**config.mk**
```make
export PLATFORM = sky130hd
export DESIGN_NAME = rr_arb_4x1
export DESIGN_NICKNAME = d
export VERILOG_FILES = /design/src/rtl/arb_pkg.sv /design/src/rtl/mux_4x1.sv /design/src/rtl/rr_pick_4.sv /design/src/rtl/rr_arb_4x1.sv
export SDC_FILE = /design/constraint.sdc
export NUM_CORES = 1
export LEC_CHECK = 0
export CAP_MARGIN = 20
export CORE_MARGIN = 2
export CORE_UTILIZATION = 44
export CTS_CLUSTER_SIZE = 24
export DETAILED_ROUTE_END_ITERATION = 6
export PLACE_DENSITY = 0.8
export SKIP_LAST_GASP = 1
export SYNTH_ARGS = -nofsm -noshare
export SYNTH_HDL_FRONTEND = slang
export SYNTH_SLANG_ARGS = --single-unit
```
**constraint.sdc**
```tcl
create_clock -name clk -period 2 [get_ports clk]
set_clock_uncertainty 0.1 [all_clocks]
set_input_delay 0.4 -clock clk [delete_from_list [all_inputs] [get_ports clk]]
set_output_delay 0.4 -clock clk [all_outputs]
set_load 0.01 [all_outputs]
```
**src/rtl/arb_pkg.sv**
```systemverilog
// arb_pkg: shared types and sizes for the 4-requester round-robin arbiter.
package arb_pkg;
   typedef enum logic {IDLE, GRANT} arb_state_t;
   localparam int NUM_REQ = 4;
   localparam int SEL_W   = 2;
   localparam int CNT_W   = 8;
endpackage

```
**src/rtl/mux_4x1.sv**
```systemverilog
// mux_4x1: combinational 4:1 bit select.
module mux_4x1 (
   input  logic [1:0] sel,
   input  logic [3:0] in,
   output logic       out
);
   assign out = in[sel];
endmodule

```
**src/rtl/rr_pick_4.sv**
```systemverilog
// rr_pick_4: combinational round-robin picker, first set req after rr_ptr wins.
module rr_pick_4
   import arb_pkg::*;
(
   input  logic [NUM_REQ-1:0] req,
   input  logic [SEL_W-1:0]   rr_ptr,
   output logic [SEL_W-1:0]   pick,
   output logic               any
);
   logic [SEL_W-1:0] idx;
   // Walk from the farthest offset down so the nearest set bit is assigned last.
   always_comb begin
      pick = '0;
      idx  = '0;
      any  = |req;
      for (int k = NUM_REQ; k >= 1; k--) begin
         idx = rr_ptr + SEL_W'(k);
         if (req[idx]) pick = idx;
      end
   end
endmodule

```
**src/rtl/rr_arb_4x1.sv**
```systemverilog
// rr_arb_4x1: round-robin arbiter sharing a 4:1 bit mux over valid/ready.
// Define ARB_GRANT_CNT_EN to add saturating per-requester grant counters.
module rr_arb_4x1
   import arb_pkg::*;
#(
   parameter int MAX_HOLD = 4
) (
   input  logic                     clk,
   input  logic                     rst_n,
   input  logic [NUM_REQ-1:0]       req,
   input  logic [NUM_REQ-1:0]       data,
   input  logic                     out_ready,
   output logic [NUM_REQ-1:0]       grant,
   output logic [SEL_W-1:0]         sel,
   output logic                     out_valid,
   output logic                     out_data
`ifdef ARB_GRANT_CNT_EN
   ,
   output logic [NUM_REQ*CNT_W-1:0] grant_cnt
`endif
);
   localparam int HW = MAX_HOLD > 1 ? $clog2(MAX_HOLD) : 1;
   arb_state_t       state;
   logic [HW-1:0]    hold_cnt;
   logic [SEL_W-1:0] rr_ptr, pick;
   logic             any, xfer, last;
   rr_pick_4 u_pick (.req(req), .rr_ptr(rr_ptr), .pick(pick), .any(any));
   mux_4x1 u_mux (.sel(sel), .in(data), .out(out_data));
   assign out_valid = (state == GRANT) & req[sel];
   assign xfer      = out_valid & out_ready;
   assign last      = hold_cnt == HW'(MAX_HOLD - 1);
   // Withdrawal and forced release both fall back to IDLE for one arbitration cycle.
   always_ff @(posedge clk or negedge rst_n)
      if (!rst_n) begin
         state    <= IDLE;
         grant    <= '0;
         sel      <= '0;
         hold_cnt <= '0;
         rr_ptr   <= SEL_W'(NUM_REQ - 1);
      end else if (state == IDLE) begin
         if (any) begin
            state    <= GRANT;
            grant    <= NUM_REQ'(1) << pick;
            sel      <= pick;
            rr_ptr   <= pick;
            hold_cnt <= '0;
         end
      end else if (!req[sel] || (xfer && last)) begin
         state <= IDLE;
         grant <= '0;
      end else if (xfer) hold_cnt <= hold_cnt + 1'b1;
`ifdef ARB_GRANT_CNT_EN
   always_ff @(posedge clk or negedge rst_n)
      if (!rst_n) grant_cnt <= '0;
      else if (state == IDLE && any && grant_cnt[pick*CNT_W +: CNT_W] != '1)
         grant_cnt[pick*CNT_W +: CNT_W] <= grant_cnt[pick*CNT_W +: CNT_W] + 1'b1;
`endif
endmodule

```
==> out/metrics.yaml <==
status: "finished, final reports clean"
criticalPathCategory: "reg -> out"
avgRoutedWirePerCell_um: 14.38
synthesis.nets: 66
fin_area_um2: 922.1
vias: 562
clkPwrFrac: 0.115
chipHeight_um: 41.29
grt_pass1_wl_um: 2166
dpl.hpwl_um: 1193
antenna_left: 0
avgViaCountPerCell: 5.404
max_freq_mhz: 510.5
cts_tree: "yes"
cp-end-kind: "primary output"
fin_util: 0.7087
rr_startpoint: "sel[1]"
placed_area_um2: 900.9
numCtsBuffers: 3
setup_viol: 0
diodes: 0
mostFrequentLayoutCell: "buf_4"
clk_latency_ps: 260
tightest_slew_ps: 489.6
htree_num_levels: 1
worstPathMaxFanout: 2
drtIter0Drc: 6
synth_seq_area_share: 0.4540
path_depth: 3
crit_chain: "mux4_2, and2_4, buf_6"
finalCritPeriodShare: 0.9795
reg2reg_slack_ps: 190
multi_input_area_um2: 322.8
relSlewSlack: 0.6726
wirelength_um: 1495
area_growth_pct: 50.72
core_um2: 1301
peakVddDrop_mv: 0.8358
synth-seq-cells: 11
whs_ps: 364.5
seqCellArea_um2: 277.8
rsz0062_at_grt: "no"
r2r-end: "grant[3]"
cts_root_buffer: "clkbuf_4"
ios: 19
cp_slowest_cell: "mux4_2"
grt_max_degree: 12
tns_ps: 0
cellPowerDensity_nw_per_um2: 1413
cp_top_family: "multiplexers"
drive_gt1_frac: 0.3258
grtUsageTotal: 0.2002
swShare: 0.3469
synth_area_leaders: "dfrtp_1 37%, dfstp_2 8.6%, mux4_1 4.3%, mux4_2 3.7%, mux2i_1 3.3%"
combPwrFrac: 0.536
synth_cells: 54
synth_cell_types: 33
drc: 0
post-place-ws_ps: -490.5
cap_violations: 0
finalHoldViolCount: 0
pwr-share-seq: 0.349
fillerInstances: 109
hp-class: "in -> async"
core.rowCount: 13
startpoint_type: "register"
clk_path_buf_depth: 2
grt_pass1_vias: 490
die-area_um2: 1705
antenna_found_initial: 0
yosysWarnings: 0
final_cell_mix: "13 x buf_4, 12 x clkdlybuf4s50_1, 9 x dfrtp_1"
initial_core_util: 0.4702
synth_top_area_share: 0.3681
layout.cells.non_filler: 104
dp_cells: 99
reg2reg_depth: 6
finalPower_mw: 1.303
cts_sinks: 11
syn-cell-area_um2: 611.8
clkTransAtPathRegs_ps: 80
die_x_um: 41.29
io_buffers: 18
required_ps: 1500
cts_hold_buf: 0
drv_slew: 0
grt_overflow: 0
worst_path_largest_cell_delay_ps: 540
p_switching_uw: 452.0
period_needed_ps: 1959
cp.arrival_ps: 1460
finalWeightedCongestion: 0.8029
nNetsFinal: 102
p_int_uw: 850.7
synth_area_per_cell_um2: 11.33
fin_ws_ps: 41.02
startpoint: "sel[1]"
leakagePower_nw: 0.4310
dr.pass1.iters: 4
critPathBufInv: 1
netlist.top_cell.by_area: "dfrtp_1"
[state kept, by name (all words and copies together) (netlist names)]
name and flops:
state 1, hold_cnt 2, sel 2, grant 4, rr_ptr 2
[layout make-up]
class / count / area share
clock buffer: 4 / 0.02849
inverter: 2 / 0.008141
multi-input combinational: 41 / 0.3501
sequential: 11 / 0.3012
tap: 15 / 0.02035
timing repair buffer: 31 / 0.2917
[logic make-up (layout without fill, tap and decap cells)]
group           Yosys count  count (layout)  synth area share
compound gates           13              13            0.1718
xor+xnor                  1               1           0.01432
fa+ha+maj                 1               1           0.02045
buf+inv                   2              37           0.01227
flops                    11              11            0.4540
mux                       4               4            0.1125
simple gates             22              22            0.2147
[cell usage after synthesis]
| master | number |
|---|---|
| dfrtp_1 | 9 |
| nand2_1 | 5 |
| dfstp_2 | 2 |
| inv_1 | 2 |
| mux2i_1 | 2 |
| nand2b_1 | 2 |
| nor2_1 | 2 |
| nor2b_1 | 2 |
| o21a_1 | 2 |
| o2bb2ai_1 | 2 |
| or2_2 | 2 |
| a21o_1 | 1 |
| a21o_2 | 1 |
| a21oi_1 | 1 |
| a22o_1 | 1 |
| a31o_1 | 1 |
| a32o_1 | 1 |
| and2_4 | 1 |
| and2b_2 | 1 |
| and3_1 | 1 |
| and3b_1 | 1 |
| ha_1 | 1 |
| mux4_1 | 1 |
| mux4_2 | 1 |
| nand3_1 | 1 |
| nand3b_1 | 1 |
| nor3b_1 | 1 |
| nor4_1 | 1 |
| o21ai_1 | 1 |
| o221a_2 | 1 |
| o31ai_1 | 1 |
| or3b_2 | 1 |
| xor2_1 | 1 |
[power by group through the flow]
stage / Combinational, mW / Sequential (mW) / Clock (mW)
floorplan: 0.312 / 0.457 / 0
finish: 0.698 / 0.454 / 0.150
global route: 0.765 / 0.468 / 0.167
global placement: 0.676 / 0.442 / 0
detailed placement: 0.697 / 0.453 / 0
CTS: 0.704 / 0.452 / 0.151
[layer usage]
metal / up-vias / track usage / part of all wire
li1: 273 / - / -
met3: 0 / 0.04787 / 0.040
met5: - / 0 / 0
met2: 13 / 0.3281 / 0.52
met1: 276 / 0.2761 / 0.44
met4: 0 / 0.02419 / 0
[how the worst max path moves through the flow]
stage                  endpoint  slack, ps
finish                out_valid         40
global route          out_valid          6
CTS                    out_data         30
detailed placement    out_valid       -490
global placement      out_valid       -470
floorplan           hold_cnt[1]        310
[repair_timing]
item | in CTS | in global routing
hold endpoints to repair | 0 | 0
buffers inserted | 1 | 0
setup endpoints to repair | 2 | 1
pin swaps | 1 | 0
gates resized for setup | 13 | 1
Note: power is estimated with default switching activity, not from simulation.
